`config.mk`:
```
export PLATFORM = sky130hd
export DESIGN_NAME = ring_arbiter
export DESIGN_NICKNAME = d
export VERILOG_FILES = /design/src/rtl/ring_arbiter.sv
export SDC_FILE = /design/constraint.sdc
export NUM_CORES = 1
export LEC_CHECK = 0
export CAP_MARGIN = 5
export CORE_UTILIZATION = 42
export DETAILED_ROUTE_END_ITERATION = 7
export GPL_TIMING_DRIVEN = 0
export PLACE_DENSITY = 0.94
export SLEW_MARGIN = 20
export SYNTH_ARGS = -nofsm -noshare
export SYNTH_HDL_FRONTEND = slang
export SYNTH_SLANG_ARGS = --single-unit
export TNS_END_PERCENT = 30
```
`constraint.sdc`:
```
create_clock -name clk -period 4.3 [get_ports clk]
set_clock_uncertainty 0.2 [all_clocks]
set_input_delay 1.29 -clock clk [delete_from_list [all_inputs] [get_ports clk]]
set_output_delay 1.29 -clock clk [all_outputs]
set_load 0.01 [all_outputs]
```
`src/rtl/ring_arbiter.sv`:
```
// Two-input packet arbiter for a debug-ring router stage: forwarded ring traffic
// has priority, local injection is guaranteed a packet after MAX_RING_PKTS ring packets.
package ring_arbiter_pkg;
    typedef struct packed {
        logic        valid;
        logic        last;
        logic [15:0] data;
    } dii_flit;
endpackage

module ring_arbiter
    import ring_arbiter_pkg::*;
#(
    parameter int MAX_RING_PKTS = 4
) (
    input  logic       clk,
    input  logic       rst,
    input  dii_flit    ring_in,
    output logic       ring_in_ready,
    input  dii_flit    local_in,
    output logic       local_in_ready,
    output dii_flit    out,
    input  logic       out_ready,
    output logic [1:0] grant
);

    localparam int CNT_W = $clog2(MAX_RING_PKTS + 1);
    localparam logic [CNT_W-1:0] CNT_MAX = CNT_W'(MAX_RING_PKTS);

    typedef enum logic [1:0] {
        IDLE  = 2'd0,
        RING  = 2'd1,
        LOCAL = 2'd2
    } state_t;

    state_t           state;
    logic [CNT_W-1:0] cnt;
    logic             sel_ring;
    logic             sel_local;
    logic             slot_free;
    logic             acc_ring;
    logic             acc_local;

    always_comb begin
        sel_ring  = 1'b0;
        sel_local = 1'b0;
        case (state)
            IDLE: begin
                sel_local = local_in.valid && (!ring_in.valid || cnt == CNT_MAX);
                sel_ring  = ring_in.valid && !sel_local;
            end
            RING:    sel_ring  = 1'b1;
            LOCAL:   sel_local = 1'b1;
            default: ;
        endcase
    end

    // While reset is held nothing is offered or accepted, so grant reads idle.
    assign slot_free      = !out.valid || out_ready;
    assign ring_in_ready  = rst && sel_ring && slot_free;
    assign local_in_ready = rst && sel_local && slot_free;
    assign grant          = rst ? {sel_local, sel_ring} : 2'b00;
    assign acc_ring       = ring_in_ready && ring_in.valid;
    assign acc_local      = local_in_ready && local_in.valid;

    always_ff @(posedge clk or negedge rst) begin
        if (!rst) begin
            out   <= '0;
            state <= IDLE;
            cnt   <= '0;
        end else begin
            if (acc_ring) begin
                out <= ring_in;
            end else if (acc_local) begin
                out <= local_in;
            end else if (out_ready) begin
                out.valid <= 1'b0;
            end

            case (state)
                IDLE: begin
                    if (acc_ring) begin
                        // Count only ring packets that made local wait; saturate, never wrap.
                        if (!local_in.valid) begin
                            cnt <= '0;
                        end else if (cnt != CNT_MAX) begin
                            cnt <= cnt + CNT_W'(1);
                        end
                        if (!ring_in.last) state <= RING;
                    end else if (acc_local) begin
                        cnt <= '0;
                        if (!local_in.last) state <= LOCAL;
                    end
                end
                RING: begin
                    if (acc_ring && ring_in.last) state <= IDLE;
                end
                LOCAL: begin
                    if (acc_local && local_in.last) state <= IDLE;
                end
                default: state <= IDLE;
            endcase
        end
    end

endmodule

```
After elaboration in Yosys (flattened, before gate mapping)
Index checks and enable logic that the tools add are counted.

Flip-flop bits (word level): 23. Input bits: 39. Output and inout bits: 22. Word-level logic and storage cells: 54.

Add/subtract/negate cells: 1. Equality and inequality tests: 10. Muxes and demuxes: 18. Reduce and logical (&&, ||, !) cells: 20.

Operators by type and width (number): two-way mux 18 bit (1); two-way mux 17 bit (1); two-way mux 2 bit (7); two-way mux 3 bit (4); != test 3 bit (second input constant) (4); logical AND 1 bit (10); case mux 2 bit (3 select lines) (1); AND reduction 5 bit (1); != test 2 bit (second input constant) (2); case mux 1 bit (2 select lines) (2); adder 3 x 1 -> 3 bit (second input constant) (1); equality test 3 bit (second input constant) (1); logical NOT 1 bit (3); != test 3 x 2 -> 1 bit (second input constant) (1); AND reduction 3 bit (1); nonzero test 3 bit (1); equality test 2 x 1 -> 1 bit (second input constant) (1); equality test 2 bit (second input constant) (1); logical NOT 2 bit (1); logical OR 1 bit (2); two-way mux 1 bit (2); nonzero test 2 bit (1).

Logic depth before layout (Yosys ltp)
Gate-level depths: netlist of run 1.

Depth after elaboration: 12. Gate-level depth with buffers: 8. Mapped depth without buffers: 6.

Worst setup path before layout of run 1
Ideal clock, no wire load.

Path kind: input-to-output. From: in out_ready. To: out ring_in_ready. Data arrival time: 1.801 ns. Data required time: 2.810 ns. Slack: 1.009 ns. Stages: 3. Path buffers: 0. Cell sequence: nand2b_1 -> nand2_1 -> nor3_1.

Longest elaborated chain between the ends: 2.

Ends and longest elaborated chain: start, declared (line 23) `input logic out_ready,`; logical OR 1 bit (line 59) `assign slot_free = !out.valid || out_ready;`; logical AND 1 bit (line 60) `assign ring_in_ready = rst && sel_ring && slot_free;`; end, declared (line 19) `output logic ring_in_ready,`.

No other way between the ends.

Worst setup path after layout of run 1
Same ends and word-level chain as after synthesis.

==> results of run 1 <==
==> worst paths after layout <==
check / from / end / slack, ns / cells after the start
max: out_ready / ring_in_ready / 0.08 / 5
min reg2reg: out[15] / out[15] / 0.33 / 2
max in group asynchronous: rst / out[2] / 2.97 / 1
max reg2reg: cnt[0] / out[16] / 2.23 / 7
min in group asynchronous: rst / out[10] / 0.67 / 1
min: out[15] / out[15] / 0.33 / 2
==> synth_stat cells <==
library cell	instances	share of area [%]
nor2b_2	1	0.74
nand2_1	4	1.3
a21oi_2	3	2.2
nor2b_1	2	1.1
nand3_1	1	0.42
dfrtp_1	23	49
a2111oi_4	1	2.3
ha_1	2	2.1
o211ai_1	1	0.63
o2111a_1	1	0.95
nor2_1	13	4.1
buf_2	2	0.84
a211oi_1	1	0.63
nor3_1	2	0.84
buf_6	1	0.95
clkbuf_1	2	0.63
mux2i_1	10	8.4
or2_2	1	0.53
o2111ai_2	1	1.3
a21boi_0	1	0.63
o21ai_0	5	2.1
a21oi_1	8	3.4
a222oi_1	8	6.8
o21ai_1	1	0.42
buf_12	1	1.7
inv_1	13	4.1
nand2b_1	2	1.1
o31ai_1	2	1.3
==> logic make-up after synthesis <==
kind of cell    count (synthesis)  synth area share (%)
fa+ha+maj                       2                  2.11
mux                            10                  8.45
simple gates                   26                  10.0
compound gates                 33                  22.6
buf+inv                        19                  8.24
flops                          23                  48.6
==> metal layers <==
layer  share of wire, %  vias up  global-route usage, %
li1                   -      535                      -
met1                 43      516                   28.0
met2                 46       48                   41.2
met3                 10        4                   8.47
met4                1.1        0                   7.92
met5                  0        -                      0
==> stage by stage <==
step	utilization, %	total power, µW	cell area, µm²	setup TNS, ns	cells
floorplan	-	572	1180	0	113
global placement	71.0	790	1820	-2.82	203
detailed placement	70.8	816	1820	-0.0472	203
CTS	71.9	917	1850	0	207
global route	72.2	965	1850	0	207
finish	72.2	913	1850	0	207
==> worst max-delay path, stage by stage <==
cell and delay [ns]:
clkdlybuf4s50_1 0.48, nand2b_2 0.17, nand2_1 0.08, nor3_1 0.15, clkdlybuf4s50_1 0.56
==> power by group <==
part	internal (µW)	switching (µW)	total [µW]	leakage, µW
clock network	36.2	64.5	101	0.0000150
registers	299	61.9	361	0.000276
logic	251	200	451	0.000504
==> timing repair <==
item                       4_1_cts  5_1_grt
cloned                           0        0
setup endpoints to repair        3        3
gates resized for setup          2        3
==> cell type report <==
cell class | instances | area share [%]
flip-flops and latches | 23 | 31.0
inverters | 13 | 2.63
plain buffers | 6 | 2.63
multi-input cells | 71 | 27.7
well taps | 30 | 2.02
clock buffers | 4 | 1.42
repair buffers | 60 | 32.5
==> state kept, by name, summed over array words and instances (netlist names) <==
register  flops
cnt           3
state         2
out          18
==> metrics, run 1 <==
status=completed; peak supply drop=~0.00042 V; Seq cells post-synth=23; fraction of layout cells with a size suffix above 1=between 9 and 10%; P per Cell Area=around 500 nW/µm²; initial antenna violation count=0; Slew headroom=slightly below 70%; CP max FO=5; Vias/cell=5.33; H-tree depth=1; commonest non-fill, non-tap cell in the layout=clkdlybuf4s50_1; type of origin of the critical path=input pin; net count after synthesis=about 150; HPWL Detailed=between 2000 and 3000 µm; Crit path arrival time=2.73 ns; clk_lat worst skew=0.30 ns; DIE HEIGHT=around 55 µm; RePlAce Congestion=about 0.74; # rows=18; setup violators final=0; CTS buffer count=3; final hold vios=0; dpl ws=-0.0187 ns; Total Wirelength=3200 µm; Syn Inst Count=~110; part of the cycle the worst path needs=98.1%; Warnings, synthesis=0; sequential cell area=~580 µm²; PnR worst setup slack=0.0825 ns; most frequent cells in the layout=57 x clkdlybuf4s50_1, 23 x dfrtp_1, 13 x inv_1, 13 x nor2_1, 10 x mux2i_1; vias in the first global route=approximately 1,100; Antenna diodes=0; element type at the critical path end=primary output; DR iter-0 viols=65; IO Port Bufs=60; die area=between 3000 and 4000 µm²; Antenna Nets Post-Route=0; GRT Total Usage=about a quarter; RSZ-0062 raised after global routing=false; grt ovf=0; first-pass GRT wire length=approximately 5000 µm; Post-route DRC=0; sequential cell area fraction in the yosys report=roughly 49%; Min Hold Slack=approximately 0.33 ns; fill cell count=roughly 190; routed length per instance=15.5 µm; Pins Over Slew Limit=0; total number of vias=1,103; Post-CTS Hold Fix Bufs=0; final-stage net count=between 200 and 250; Syn Area/Cell=approximately 10 µm²; Max Fclk=0.237 GHz; leakage power figure=between 0.0007 and 0.0008 µW; Multi-input gate area=about 510 µm²; synthesized cell area=~1200 µm²; clock-pin slew on the worst setup and hold paths=approximately 0.13 ns; Period minus WS final=4.22 ns; pin count of the biggest net entering global routing=29; post-synth cell types=28; MaxCap Viol Count=0; clock tree buffer depth=2; Post-CTS Setup Inserts=0; Core Area=approximately 2600 µm²; clk sink count=23; Synth-to-Final Area Change=56.5%; Initial Util=a little under half; CTS Root Buffer Type=clkbuf_4; die width=between 50 and 60 µm; Worst EP required=roughly 2.8 ns; CTS tree=yes; Worst Tran Pin Value=0.458 ns; I/O pin cnt=slightly above 60; min-delay worst type=reg2reg; crit path kind=in2out; drt first pass iters=5
Power figures use the tool's default switching activity.
==> inputs of run 2 (changes only) <==
--- a/config.mk
+++ b/config.mk
@@ -10,6 +10,7 @@
 export DETAILED_ROUTE_END_ITERATION = 7
 export GPL_TIMING_DRIVEN = 0
 export PLACE_DENSITY = 0.94
+export SKIP_CTS_REPAIR_TIMING = 1
 export SLEW_MARGIN = 20
 export SYNTH_ARGS = -nofsm -noshare
 export SYNTH_HDL_FRONTEND = slang
==> metrics, run 2 (same netlist as run 1, synthesis figures left out) <==
clk sink count=23 (unchanged); sequential cell area=576 µm² (unchanged); Net Sw Power=326 µW (-0.18%); Initial Util=46.2% (unchanged); Antenna Nets Post-Route=0 (unchanged); GRT Total Usage=24.1% (unchanged); CP max FO=5 (unchanged); part of the cycle the worst path needs=98.1% (about the same); status=completed; I/O pin cnt=61 (unchanged); Post-route DRC=0 (unchanged); Crit path arrival time=2.73 ns (about the same); HPWL Detailed=2510 µm (unchanged); Synth-to-Final Area Change=56.5% (unchanged); CTS Root Buffer Type=clkbuf_4; H-tree depth=1 (unchanged); peak supply drop=0.000419 V (about the same); Multi-input gate area=514 µm² (unchanged); die area=3040 µm² (unchanged); leakage power figure=0.000794 µW (about the same); commonest non-fill, non-tap cell in the layout=clkdlybuf4s50_1; CTS buffer count=3 (unchanged); Worst EP required=2.81 ns (about the same); sequential power share=39.6% (about the same); # rows=18 (unchanged); Vias/cell=5.35 (+0.36%); DR iter-0 viols=65 (unchanged); FF-to-FF path depth=7 (unchanged); die width=55.1 µm (unchanged); most frequent cells in the layout=57 x clkdlybuf4s50_1, 23 x dfrtp_1, 13 x inv_1, 13 x nor2_1, 10 x mux2i_1; fill cell count=188 (unchanged); Core Area=2570 µm² (unchanged); biggest regs=out: 18 flops, cnt: 3 flops, state: 2 flops; initial antenna violation count=0 (unchanged); Max Fclk=0.237 GHz (about the same); RePlAce Congestion=0.736 (unchanged); CTS tree=yes; fraction of layout cells with a size suffix above 1=9.04% (unchanged); sw frac=35.7% (about the same); Antenna diodes=0 (unchanged); Biggest register=out; Final Power=912 µW (about the same); MaxCap Viol Count=0 (unchanged); pin count of the biggest net entering global routing=29 (unchanged); grt ovf=0 (unchanged); element type at the critical path end=primary output; first-pass GRT wire length=5010 µm (unchanged); Total Wirelength=3190 µm (-0.41%); routed length per instance=15.4 µm (-0.41%); crit path kind=in2out; Pins Over Slew Limit=0 (unchanged); P per Cell Area=492 nW/µm² (about the same); RSZ-0062 raised after global routing=false; drt first pass iters=5 (unchanged); P_int=586 µW (about the same); share of total power in combinational logic=49.4% (about the same); Core Util, Final=72.2% (unchanged); IO Port Bufs=60 (unchanged); clock network fraction of total power=11.0% (about the same); vias in the first global route=1,108 (unchanged); placed instance area=1820 µm² (unchanged); Slew headroom=69.7% (+0.18 points); final-stage net count=219 (unchanged); setup violators final=0 (unchanged); Period minus WS final=4.22 ns (+0.00147 ns); worst hold path cell count=2 (unchanged); DIE HEIGHT=55.1 µm (unchanged); final hold vios=0 (unchanged); Worst Tran Pin Value=0.455 ns (-0.00277 ns); clock tree buffer depth=2 (unchanged); clk_lat worst skew=0.30 ns (about the same); post-route cell area=1850 µm² (unchanged); type of origin of the critical path=input pin; min-delay worst type=reg2reg; clock-pin slew on the worst setup and hold paths=0.13 ns (about the same); total number of vias=1,107 (+0.36%); max FFs per register=18 (unchanged)
[run 2: cell type report]
| cell class | count | area share [%] |
|---|---|---|
| Buffer | 6 | 2.63 |
| Clock buffer | 4 | 1.42 |
| Inverter | 13 | 2.63 |
| Multi-Input combinational cell | 71 | 27.7 |
| Sequential cell | 23 | 31.0 |
| Tap cell | 30 | 2.02 |
| Timing Repair Buffer | 60 | 32.5 |
[run 2: power by group through the flow]
| stage | Combinational (µW) | Sequential (µW) | Clock [µW] |
|---|---|---|---|
| after global placement | 434 | 356 | 0 |
| after global routing | 490 | 369 | 106 |
| after detailed placement | 453 | 363 | 0 |
| after floorplan | 187 | 385 | 0 |
| after CTS | 456 | 360 | 101 |
| final | 450 | 361 | 101 |
[run 2: worst paths after layout]
path | end | from | slack, ns
hold / removal | out[15] | out[15] | 0.33
setup / recovery | ring_in_ready | out_ready | 0.08
hold reg to reg | out[15] | out[15] | 0.33
setup reg to reg | out[16] | cnt[0] | 2.23
max in group asynchronous | out[2] | rst | 2.92
min in group asynchronous | out[10] | rst | 0.70
[run 2: per-stage QoR]
step	setup TNS [ns]	instances	hold WS [ns]	worst slack, ns
after global routing	0	207	0.345	0.0314
after global placement	-2.82	203	0.286	-0.814
after CTS	-0.0568	207	0.328	-0.0195
final	0	207	0.328	0.0811
after detailed placement	-0.0472	203	0.304	-0.0187
after floorplan	0	113	0.274	1.01
[run 2: critical path, stage by stage]
cell	delay, ns
clkdlybuf4s50_1	0.48
nand2b_2	0.17
nand2_1	0.08
nor3_1	0.16
clkdlybuf4s50_1	0.56
[run 2: metal layers]
metal | wire, µm | track usage, %
met5 | 0 | 0
met4 | 36 | 7.92
met3 | 327 | 8.47
met2 | 1480 | 41.2
met1 | 1340 | 28.0
